**src/rtl/spi_bus_owner_ctrl.sv**
```systemverilog
// Arbitrates the shared configuration-flash SPI bus between the fabric reader and the CPU.
// An interrupt drains the fabric, hands the bus to the CPU, then guards the return to the fabric.
module spi_bus_owner_ctrl #(
   parameter int WDOG_CYCLES  = 100000000,
   parameter int GUARD_CYCLES = 16,
   parameter int CNT_W        = 16
) (
   input  logic             clk,
   input  logic             rst,
   input  logic             int_in,
   input  logic             cpu_done,
   input  logic             fpga_spi_req,
   input  logic             clr_flags,
   output logic             fpga_spi_gnt,
   output logic             spi_sel,
   output logic             irq,
   output logic             busy,
   output logic             timeout_flag,
   output logic             overrun_flag,
   output logic [CNT_W-1:0] irq_count,
   output logic [2:0]       state_dbg_o
);

   localparam int WDOG_W  = $clog2(WDOG_CYCLES);
   localparam int GUARD_W = (GUARD_CYCLES > 1) ? $clog2(GUARD_CYCLES) : 1;

   localparam logic [WDOG_W-1:0]  WDOG_LAST  = WDOG_W'(WDOG_CYCLES - 1);
   localparam logic [GUARD_W-1:0] GUARD_LAST = GUARD_W'(GUARD_CYCLES - 1);

   localparam logic [2:0] ST_IDLE    = 3'd0;
   localparam logic [2:0] ST_FAB_OWN = 3'd1;
   localparam logic [2:0] ST_IRQ     = 3'd2;
   localparam logic [2:0] ST_CPU_OWN = 3'd3;
   localparam logic [2:0] ST_RELEASE = 3'd4;

   logic [2:0]         state_q, state_d;
   logic               int_d1_q;
   logic               pend_q, pend_d;
   logic [WDOG_W-1:0]  wdog_q, wdog_d;
   logic [GUARD_W-1:0] guard_q, guard_d;
   logic [CNT_W-1:0]   cnt_q, cnt_d;
   logic               timeout_q, timeout_d;
   logic               overrun_q, overrun_d;

   logic int_rise;
   logic int_fall;
   logic wdog_hit;
   logic set_timeout;
   logic set_overrun;

   assign int_rise = int_in & ~int_d1_q;
   assign int_fall = ~int_in & int_d1_q;
   assign wdog_hit = (wdog_q == WDOG_LAST);

   // Fabric handshake: fpga_spi_req is a level held for the whole transfer; fpga_spi_gnt
   // rises only from IDLE and stays high until the fabric drops req, so it is never pre-empted.
   always_comb begin
      state_d     = state_q;
      pend_d      = pend_q;
      wdog_d      = wdog_q;
      guard_d     = guard_q;
      cnt_d       = cnt_q;
      set_timeout = 1'b0;
      set_overrun = 1'b0;

      case (state_q)
         ST_IDLE: begin
            if (int_rise) begin
               state_d = ST_IRQ;
            end else if (fpga_spi_req) begin
               state_d = ST_FAB_OWN;
            end
         end

         ST_FAB_OWN: begin
            if (int_rise) begin
               pend_d = 1'b1;
            end
            if (!fpga_spi_req) begin
               state_d = (pend_q | int_rise) ? ST_IRQ : ST_IDLE;
               pend_d  = 1'b0;
            end
         end

         ST_IRQ: begin
            cnt_d       = cnt_q + CNT_W'(1);
            wdog_d      = '0;
            set_overrun = int_rise;
            state_d     = ST_CPU_OWN;
         end

         ST_CPU_OWN: begin
            set_overrun = int_rise;
            set_timeout = wdog_hit;
            if (!wdog_hit) begin
               wdog_d = wdog_q + WDOG_W'(1);
            end
            if (cpu_done | int_fall | wdog_hit) begin
               state_d = ST_RELEASE;
               guard_d = '0;
            end
         end

         ST_RELEASE: begin
            // Edges here are deferred rather than flagged: they become the next irq.
            if (int_rise) begin
               pend_d = 1'b1;
            end
            if (guard_q == GUARD_LAST) begin
               state_d = (pend_q | int_rise) ? ST_IRQ : ST_IDLE;
               pend_d  = 1'b0;
            end else begin
               guard_d = guard_q + GUARD_W'(1);
            end
         end

         default: begin
            state_d = ST_IDLE;
            pend_d  = 1'b0;
         end
      endcase

      timeout_d = set_timeout | (timeout_q & ~clr_flags);
      overrun_d = set_overrun | (overrun_q & ~clr_flags);
   end

   always_ff @(posedge clk or posedge rst) begin
      if (rst) begin
         state_q   <= ST_IDLE;
         int_d1_q  <= 1'b0;
         pend_q    <= 1'b0;
         wdog_q    <= '0;
         guard_q   <= '0;
         cnt_q     <= '0;
         timeout_q <= 1'b0;
         overrun_q <= 1'b0;
      end else begin
         state_q   <= state_d;
         int_d1_q  <= int_in;
         pend_q    <= pend_d;
         wdog_q    <= wdog_d;
         guard_q   <= guard_d;
         cnt_q     <= cnt_d;
         timeout_q <= timeout_d;
         overrun_q <= overrun_d;
      end
   end

   // Outputs decode the state register directly so async reset drops the mux at once.
   assign fpga_spi_gnt = (state_q == ST_FAB_OWN);
   assign spi_sel      = (state_q == ST_IRQ) || (state_q == ST_CPU_OWN);
   assign irq          = (state_q == ST_IRQ);
   assign busy         = (state_q != ST_IDLE);
   assign timeout_flag = timeout_q;
   assign overrun_flag = overrun_q;
   assign irq_count    = cnt_q;
   assign state_dbg_o  = state_q;

endmodule

```
**config.mk**
```make
export PLATFORM = sky130hd
export DESIGN_NAME = spi_bus_owner_ctrl
export DESIGN_NICKNAME = d
export VERILOG_FILES = /design/src/rtl/spi_bus_owner_ctrl.sv
export SDC_FILE = /design/constraint.sdc
export NUM_CORES = 1
export LEC_CHECK = 0
export BUFFER_PORTS_ARGS = -buffer_cell sky130_fd_sc_hd__buf_4
export CORE_MARGIN = 3
export CORE_UTILIZATION = 25
export CTS_CLUSTER_DIAMETER = 120
export CTS_CLUSTER_SIZE = 16
export DETAILED_ROUTE_END_ITERATION = 8
export HOLD_SLACK_MARGIN = 0.08
export RECOVER_POWER = 100
export SLEW_MARGIN = 20
export SYNTH_ARGS = -nofsm -noshare
export SYNTH_HDL_FRONTEND = slang
export SYNTH_SLANG_ARGS = --single-unit
```
**constraint.sdc**
```tcl
create_clock -name clk -period 2.3 [get_ports clk]
set_clock_uncertainty 0.05 [all_clocks]
set_input_delay 0.23 -clock clk [delete_from_list [all_inputs] [get_ports clk]]
set_output_delay 0.23 -clock clk [all_outputs]
set_load 0.05 [all_outputs]
```
==> flow_summary.yaml, run 1 <==
status:
  outcome: "finished, final reports clean"
drt:
  wl_per_cell_um: 13.5
  drt_wl_total_um: 6160
  drt_first_pass_iters: 4
  drc: 0
  antenna_left: 0
  viasPerCell: 4.85
  initialDrtViolationCount: 181
  vias: 2217
synth:
  yosysSeqAreaShare_pct: 49.0
  synth-async-reset-ratio_pct: 100
  synth_area_per_cell_um2: 9.98
  synth_top_area_share_pct: 49.0
  synthFlopType: "dfrtp_1"
  synthTopCellsByCount: "dfrtp_1 (54), nand2_1 (29), nor2_1 (21)"
  ys_ff_latch: 54
  synth.most_common_cell: "dfrtp_1"
  synth_area_leader_cell: "dfrtp_1"
  synth_cell_types: 53
  synth_fp_nets: 285
  syn_inst: 276
  synth.area.top_cells: "dfrtp_1 (49%), xnor2_1 (4.1%), nand2_1 (4.0%), nand3_1 (3.6%), xor2_1 (3.5%)"
  synth_edf_count: 0
  syn_area_um2: 2760
  yosysWarnings: 0
sta:
  finalCritPeriodShare_pct: 92.8
  whs_ps: 232
  min_period_ps: 2130
  max_slew_margin_pct: 23.0
  worst_slew_pin_slew_ps: 1150
  final-setup-viol-count: 0
  slew_viol_final: 0
  hold_viol: 0
  max_freq_mhz: 468
  rsz0062_at_grt: "false"
  tns_ps: 0
global_route:
  first_global_vias: 2230
  grt_pass1_wl_um: 10800
  track_usage_pct: 10.3
  grt_max_degree: 29
  overflow: 0
  antenna_found_initial: 0
die:
  die_w_um: 111
  rows: 37
  dieArea_um2: 12300
  core_area_um2: 10500
  fp.dieH_um: 111
  ios: 31
  start_util_pct: 26.2
worst_setup_path:
  startpoint_type: "flip-flop"
  worstPathCellList: "or4_4 -> nor4_4 -> a21oi_2 -> and2_4 -> o211a_1"
  arrival_ps: 2300
  startpoint: "wdog_q[19]"
  worst-setup-path-type: "flip-flop to flip-flop"
  r2r_setup_slack_ps: 170
  cp_slowest_cell: "or4_4"
  slowest_delay_ps: 560
  worstPathRequired_ps: 2470
  end_kind: "flip-flop"
  rr_endpoint: "state_dbg_o[0]"
  r2r_cells: 5
  worstReg2RegStart: "wdog_q[19]"
  crit_fanout: 9
hold_path:
  hold_class: "input port to flip-flop"
  hold_depth: 3
  min_to: "pend_q"
  holdCritStartpoint: "fpga_spi_req"
clocking:
  cts-root-buf: "clkbuf_8"
  clk_latency_ps: 320
  cts_buffer_depth: 2
  cts_tree: "done"
  clk_pin_slew_ps: 110
  clkSinkCount: 54
  numCtsBuffers: 5
  post_cts_resized: 0
  htreeDepth: 2
pwr:
  power_frac_clock_pct: 20.7
  power_density_nw_per_um2: 887
  p_leak_nw: 1.39
  max-vdd-ir-drop_mv: 0.479
  swShare_pct: 44.2
  p_seq_share_pct: 41.9
  p_int_w: 0.00159
  switchingPower_w: 0.00126
  p_comb_share_pct: 37.4
placed_design:
  io_buffers: 30
  dpl_cell_area_um2: 3200
  placed_cells: 446
  dpl.hpwl_um: 4450
  place.gp.congestion: 0.796
final_layout:
  final_net_count: 329
  diodes: 0
  area_growth_pct: 16.6
  final_cell_count_no_fill: 457
  final_layout_size_suffix_gt1_share_pct: 11.2
  fin_area_um2: 3210
  fillers: 1079
run:
  cap_violations: 0
cell type report:
type                    instances  area (um2)  share of cell area (%)
flip-flops and latches         54        1350                    42.1
multi-input cells             206        1310                    40.9
repair buffers                 45         250                    7.79
well taps                     136         170                    5.30
clock buffers                   5        68.8                    2.14
inverters                       8        30.0                   0.935
clock inverters                 3        28.8                   0.896
repair_timing:
action	4_1_cts	5_1_grt
hold buffers	3	0
hold endpoints to repair	30	0
setup buffers	0	0
power groups by stage:
stage	registers [W]	logic, W	clock network, W
after floorplan	0.00139	0.000666	0
after global placement	0.00121	0.00113	0
after detailed placement	0.00122	0.00115	0
after CTS	0.00120	0.00116	0.000607
after global routing	0.00122	0.00116	0.000654
final	0.00119	0.00106	0.000590
logic make-up (layout without fill, tap and decap cells):
family                     count (synthesis)  count (layout)  synth area share [%]
and+or+nand+nor                          128             128                  25.7
buffers and inverters                     16              61                  3.31
muxes                                      4               4                  1.45
AOI/OAI and AO/OA                         47              47                  11.5
xor gates and xnor gates                  24              24                  7.63
adders and majority gates                  3               3                  1.36
DFF                                       54              54                  49.0
metal layers:
metal  wire length (um)  up-vias  global-route usage, %
met4                 68        0                   2.63
met5                  0        -                      0
met3                272        8                   2.73
met2               2810       39                   16.4
met1               3000     1088                   13.9
li1                   -     1082                      -
worst max-delay path: cells and delay by family (launching register included):
family	cells	cell delay, ps
DFF	1	440
AOI/OAI and AO/OA	2	430
and+or+nand+nor	3	1100
registers in the layout (all words and copies together), names as in the netlist:
register,count
guard_q,4
int_d1_q,1
irq_count,16
overrun_flag,1
pend_q,1
state_dbg_o,3
timeout_flag,1
wdog_q,27
how the worst max path moves through the flow:
stage | to | slack [ps]
finish | state_dbg_o[0] | 170
global route | irq | 30
CTS | state_dbg_o[0] | 180
detailed placement | state_dbg_o[0] | 200
global placement | state_dbg_o[0] | 260
floorplan | wdog_q[23] | 50
placed cells by master, fill, tap and decap left out, types with 2 or more instances in the layout:
cell,instances
nand2_1,29
buf_4,10
xnor2_1,13
dlygate4sd3_1,3
nor3_1,6
or4_1,2
and4_1,2
or3b_2,3
dfrtp_1,54
or3_1,6
nand3_1,20
inv_1,7
clkbuf_4,2
a211oi_1,2
nand3b_1,3
nand4_1,13
o21ai_0,9
nor4_1,2
clkbuf_8,5
and3_1,6
mux2i_1,4
ha_1,3
o31ai_1,4
a21oi_1,13
o22ai_1,2
xor2_1,11
clkbuf_1,28
nand2b_1,5
nor2_1,21
o211ai_1,4
through the flow:
step | power [W] | utilization [%] | worst slack, ps
4_1_cts | 0.00297 | 31.6 | 179
2_1_floorplan | 0.00205 | - | 50.5
3_3_place_gp | 0.00234 | 30.4 | 263
5_1_grt | 0.00304 | 30.6 | 34.9
3_5_place_dp | 0.00237 | 30.4 | 197
6_report | 0.00285 | 30.6 | 165
Note: power is estimated with default switching activity, not from simulation.
==> run 2: changes to the inputs <==
--- a/config.mk
+++ b/config.mk
@@ -6,12 +6,15 @@
 export NUM_CORES = 1
 export LEC_CHECK = 0
 export BUFFER_PORTS_ARGS = -buffer_cell sky130_fd_sc_hd__buf_4
+export CELL_PAD_IN_SITES_DETAIL_PLACEMENT = 1
+export CELL_PAD_IN_SITES_GLOBAL_PLACEMENT = 1
 export CORE_MARGIN = 3
 export CORE_UTILIZATION = 25
 export CTS_CLUSTER_DIAMETER = 120
 export CTS_CLUSTER_SIZE = 16
 export DETAILED_ROUTE_END_ITERATION = 8
 export HOLD_SLACK_MARGIN = 0.08
+export PLACE_DENSITY_LB_ADDON = 0.1
 export RECOVER_POWER = 100
 export SLEW_MARGIN = 20
 export SYNTH_ARGS = -nofsm -noshare
==> constraint.sdc (replaced) <==
create_clock -name clk -period 2.3 [get_ports clk]
set_clock_uncertainty 0.05 [all_clocks]
set_input_delay 0.115 -clock clk [delete_from_list [all_inputs] [get_ports clk]]
set_output_delay 0.115 -clock clk [all_outputs]
set_load 0.05 [all_outputs]
==> run 2 against run 1 <==
  * Combinational power increased by 5%
  * Wire length is 12% higher
  * Via count is 1.7% higher
  * Global-route usage rose by 1.4 points
  * Cell count grew 0.88%
  * Sequential share of layout area shrank 0.31 points
  * Maximum frequency grew 1.4%
  * Flip-flop and latch count did not move
  * Non-clock buffer count increased by 4
==> flow_summary.yaml, run 2 (synthesized netlist as in run 1, its figures left out) <==
status:
  outcome: "finished, final reports clean"
placed_design:
  io_buffers: 30
  pre_cts_slack_ps: 194
  dpl.hpwl_um: 5130
  place.gp.congestion: 0.746
die:
  core_area_um2: 10500
  ios: 31
  rows: 37
  die_w_um: 111
  fp.dieH_um: 111
  dieArea_um2: 12300
  start_util_pct: 26.2
clocking:
  numCtsBuffers: 5
  clk_latency_ps: 320
  htreeDepth: 2
  postCtsSetupRepairBufs: 0
  cts_buffer_depth: 2
  cts_tree: "done"
  clk_pin_slew_ps: 110
  clkSinkCount: 54
  cts-root-buf: "clkbuf_8"
sta:
  setup_ws_ps: 195
  final-setup-viol-count: 0
  max_slew_margin_pct: 24.5
  slew_viol_final: 0
  max_freq_mhz: 475
  rsz0062_at_grt: "false"
  tns_ps: 0
  hold_viol: 0
  worst_slew_pin_slew_ps: 1130
  min_period_ps: 2110
  whs_ps: 134
  finalCritPeriodShare_pct: 91.5
drt:
  drc: 0
  drt_wl_total_um: 6910
  drt_first_pass_iters: 4
  wl_per_cell_um: 15.0
  initialDrtViolationCount: 74
  viasPerCell: 4.89
  antenna_left: 0
  vias: 2255
worst_setup_path:
  worstReg2RegStart: "wdog_q[19]"
  startpoint_type: "flip-flop"
  arrival_ps: 2260
  worst-setup-path-type: "flip-flop to flip-flop"
  crit_fanout: 9
  r2r_cells: 5
  r2r_setup_slack_ps: 190
  end_kind: "flip-flop"
  rr_endpoint: "state_dbg_o[0]"
  worstPathRequired_ps: 2460
global_route:
  overflow: 0
  grt_pass1_wl_um: 12100
  grt_max_degree: 30
  track_usage_pct: 11.7
  antenna_found_initial: 0
  first_global_vias: 2331
final_layout:
  final_layout_size_suffix_gt1_share_pct: 12.0
  fillers: 1225
  layout_commonest_cell: "dfrtp_1"
  final_cell_mix: "dfrtp_1 (54), nand2_1 (29), clkbuf_1 (28)"
  largest-register: "wdog_q"
  final_net_count: 333
  utilization_pct: 30.8
  diodes: 0
  largest_reg_flops: 27
  area_growth_pct: 17.5
pwr:
  finalPower_w: 0.00289
  p_leak_nw: 1.40
  power_density_nw_per_um2: 892
  max-vdd-ir-drop_mv: 0.409
hold_path:
  min_to: "pend_q"
  holdCritStartpoint: "fpga_spi_req"
  hold_class: "input port to flip-flop"
  hold_depth: 3
run:
  cap_violations: 0
[run 2: cell count changes in the layout (fill, tap and decap cells not counted)]
cell,before,now
nand4_2,1,0
nand4_1,13,14
clkbuf_4,2,1
buf_4,10,15
[run 2: power by group]
group          internal (W)  switching [W]
logic              0.000322       0.000789
registers           0.00105       0.000128
clock network      0.000229       0.000366
[run 2: worst max-delay path by stage]
stage / startpoint / end / slack [ps] / cells past startpoint
after floorplan: state_dbg_o[1] / wdog_q[23] / 50 / 7
after global placement: wdog_q[19] / state_dbg_o[0] / 240 / 5
after detailed placement: wdog_q[19] / state_dbg_o[0] / 190 / 5
after CTS: wdog_q[19] / state_dbg_o[0] / 170 / 5
after global routing: state_dbg_o[2] / wdog_q[8] / 70 / 6
final: wdog_q[19] / state_dbg_o[0] / 190 / 5
[run 2: worst max-delay path, stage by stage, from the launching register on]
cell	delay [ps]
dfrtp_1	440
or4_4	560
nor4_4	330
a21oi_2	210
and2_4	200
o211a_1	210
[run 2: layer usage]
layer	global-route usage [%]	up-vias	share of wire, %	routed length [um]
met3	2.29	4	3.5	245
met1	17.0	1135	52	3600
li1	-	1086	-	-
met5	0	-	0	0
met2	17.9	30	44	3020
met4	2.96	0	0.64	44
[run 2: cell type report]
cell class	instances	area (um2)	share of cell area, %
Timing Repair Buffer	49	280	8.66
Inverter	8	30.0	0.928
Clock buffer	5	68.8	2.13
Sequential cell	54	1350	41.7
Tap cell	136	170	5.26
Multi-Input combinational cell	206	1310	40.4
Clock inverter	3	28.8	0.889
[run 2: stage by stage]
step | area, um2 | std cells
6_report | 3240 | 461
5_1_grt | 3240 | 461
4_1_cts | 3360 | 461
3_5_place_dp | 3230 | 450
3_3_place_gp | 3230 | 450
2_1_floorplan | 2760 | 276
[run 2: timing repair]
item | in CTS | in global routing
hold buffers | 3 | 0
gates resized for setup | 0 | 0
hold endpoints to repair | 28 | 0
==> run 3: changes to the inputs <==
--- a/config.mk
+++ b/config.mk
@@ -5,7 +5,7 @@
 export SDC_FILE = /design/constraint.sdc
 export NUM_CORES = 1
 export LEC_CHECK = 0
-export BUFFER_PORTS_ARGS = -buffer_cell sky130_fd_sc_hd__buf_4
+export BUFFER_PORTS_ARGS = -buffer_cell sky130_fd_sc_hd__buf_2
 export CELL_PAD_IN_SITES_DETAIL_PLACEMENT = 1
 export CELL_PAD_IN_SITES_GLOBAL_PLACEMENT = 1
 export CORE_MARGIN = 3
@@ -15,7 +15,7 @@
 export DETAILED_ROUTE_END_ITERATION = 8
 export HOLD_SLACK_MARGIN = 0.08
 export PLACE_DENSITY_LB_ADDON = 0.1
-export RECOVER_POWER = 100
+export RECOVER_POWER = 25
 export SLEW_MARGIN = 20
 export SYNTH_ARGS = -nofsm -noshare
 export SYNTH_HDL_FRONTEND = slang
==> run 3 against run 2 <==
  * Critical path depth unchanged
  * Wire length increased by 3.2%
  * Sequential share of layout area decreased by 0.19 points
  * Cell count decreased by 0.22%
  * Combinational power about the same
  * Sequential power about the same
  * Maximum frequency decreased by 0.91%
  * Register-to-register slack got worse by 20 ps
  * Clock power decreased by 0.7%
  * Critical path type unchanged
  * Worst setup slack got worse by 19 ps
  * Core utilization increased by 0.17 points
==> flow_summary.yaml, run 3 (synthesized netlist as in run 1, its figures left out) <==
pwr:
  p_seq_share_pct: 41.9
  max-vdd-ir-drop_mv: 0.595
  p_comb_share_pct: 37.6
  swShare_pct: 44.3
  power_density_nw_per_um2: 889
  switchingPower_w: 0.00128
  p_int_w: 0.00161
  p_leak_nw: 1.49
  power_frac_clock_pct: 20.4
final_layout:
  final_net_count: 332
  area_growth_pct: 18.1
  final_cell_count_no_fill: 460
  multi_input_area_um2: 1320
  layout.area.seq_um2: 1350
  diodes: 0
  final_layout_size_suffix_gt1_share_pct: 21.3
  largest_reg_flops: 27
  fillers: 1218
  final_cell_mix: "dfrtp_1 (53), nand2_1 (29), buf_2 (29)"
  layout_commonest_cell: "dfrtp_1"
  largest-register: "wdog_q"
global_route:
  antenna_found_initial: 0
  overflow: 0
  grt_max_degree: 55
  first_global_vias: 2303
  grt_pass1_wl_um: 12300
  track_usage_pct: 12.2
sta:
  min_period_ps: 2120
  finalCritPeriodShare_pct: 92.4
  rsz0062_at_grt: "false"
  max_slew_margin_pct: 4.83
  hold_viol: 0
  tns_ps: 0
  slew_viol_final: 0
  worst_slew_pin_slew_ps: 1430
  final-setup-viol-count: 0
  max_freq_mhz: 471
worst_setup_path:
  crit_fanout: 9
  r2r_setup_slack_ps: 180
  crit_family: "simple AND/OR/NAND/NOR gates"
  worst-setup-path-type: "flip-flop to flip-flop"
  slowest_delay_ps: 560
  arrival_ps: 2290
  cp_slowest_cell: "or4_4"
  startpoint: "wdog_q[19]"
  crit_end: "state_dbg_o[0]"
  r2r_cells: 5
  crit_cells: 5
  startpoint_type: "flip-flop"
  worstPathRequired_ps: 2460
  path_buf_inv: 0
  worstPathCellList: "or4_4 -> nor4_4 -> a21oi_2 -> and2_4 -> o211a_1"
  rr_endpoint: "state_dbg_o[0]"
  end_kind: "flip-flop"
  worstReg2RegStart: "wdog_q[19]"
clocking:
  htreeDepth: 2
  cts_buffer_depth: 2
  clkSinkCount: 54
  clk_latency_ps: 320
  clk_pin_slew_ps: 110
  cts_tree: "done"
  numCtsBuffers: 5
  cts-root-buf: "clkbuf_8"
hold_path:
  hold_depth: 3
  hold_class: "input port to flip-flop"
die:
  fp.dieH_um: 111
  ios: 31
  dieArea_um2: 12300
  start_util_pct: 26.2
  core_area_um2: 10500
  die_w_um: 111
  rows: 37
drt:
  drt_first_pass_iters: 4
  vias: 2222
  antenna_left: 0
  initialDrtViolationCount: 113
  drc: 0
  viasPerCell: 4.83
  drt_wl_total_um: 7140
  wl_per_cell_um: 15.5
status:
  outcome: "finished, final reports clean"
placed_design:
  dpl.hpwl_um: 5060
  io_buffers: 30
  place.gp.congestion: 0.709
  placed_cells: 449
run:
  cap_violations: 0
-- run 3: changes by cell type in the layout (fill, tap and decap cells not counted), sizes merged --
cell / change
clkbuf: -28
buf: +27
-- run 3: worst min-delay path by stage --
| stage | from | endpoint |
|---|---|---|
| final | fpga_spi_req | pend_q |
| after global routing | fpga_spi_req | pend_q |
| after CTS | fpga_spi_req | state_dbg_o[1] |
| after detailed placement | rst | pend_q |
| after global placement | rst | pend_q |
| after floorplan | int_in | int_d1_q |
-- run 3: metrics by stage --
stage          instance area, um2  power, W  setup WS (ps)  util, %  hold WS (ps)
2_1_floorplan                2760   0.00205           50.5        -          96.4
3_3_place_gp                 3150   0.00232            251     29.9           154
3_5_place_dp                 3150   0.00234            190     29.9           156
4_1_cts                      3270   0.00295            175     31.1           132
5_1_grt                      3250   0.00311           94.6     31.0           127
6_report                     3250   0.00289            175     31.0           140
-- run 3: worst reg2reg max path, cell delays in order, from the launching register on --
cell and delay (ps):
dfrtp_1 440, or4_4 560, nor4_4 350, a21oi_2 210, and2_4 200, o211a_1 210
-- run 3: layer usage --
layer	part of all wire (%)	track usage, %	vias up
met4	0.83	3.12	0
met2	44	18.4	29
li1	-	-	1089
met3	2.9	2.40	5
met5	0	0	-
met1	52	17.8	1099
-- run 3: cell type report --
cell class,count,share of cell area [%]
clock buffer,5,2.11
clock inverter,3,0.807
inverter,8,0.923
multi-input combinational,206,40.5
sequential,54,41.6
tap,136,5.23
timing repair buffer,48,8.88
-- run 3: timing repair --
item                                   4_1_cts  5_1_grt
hold buffers                                 3        0
resized for setup                            0        0
buffers inserted                             0        0
endpoints found under the hold margin       57        0
-- run 3: power groups by stage --
stage / Sequential [W] / Clock [W] / Combinational, W
after floorplan: 0.00139 / 0 / 0.000666
after global placement: 0.00123 / 0 / 0.00109
after detailed placement: 0.00124 / 0 / 0.00111
after CTS: 0.00122 / 0.000623 / 0.00111
after global routing: 0.00125 / 0.000662 / 0.00120
final: 0.00121 / 0.000592 / 0.00109
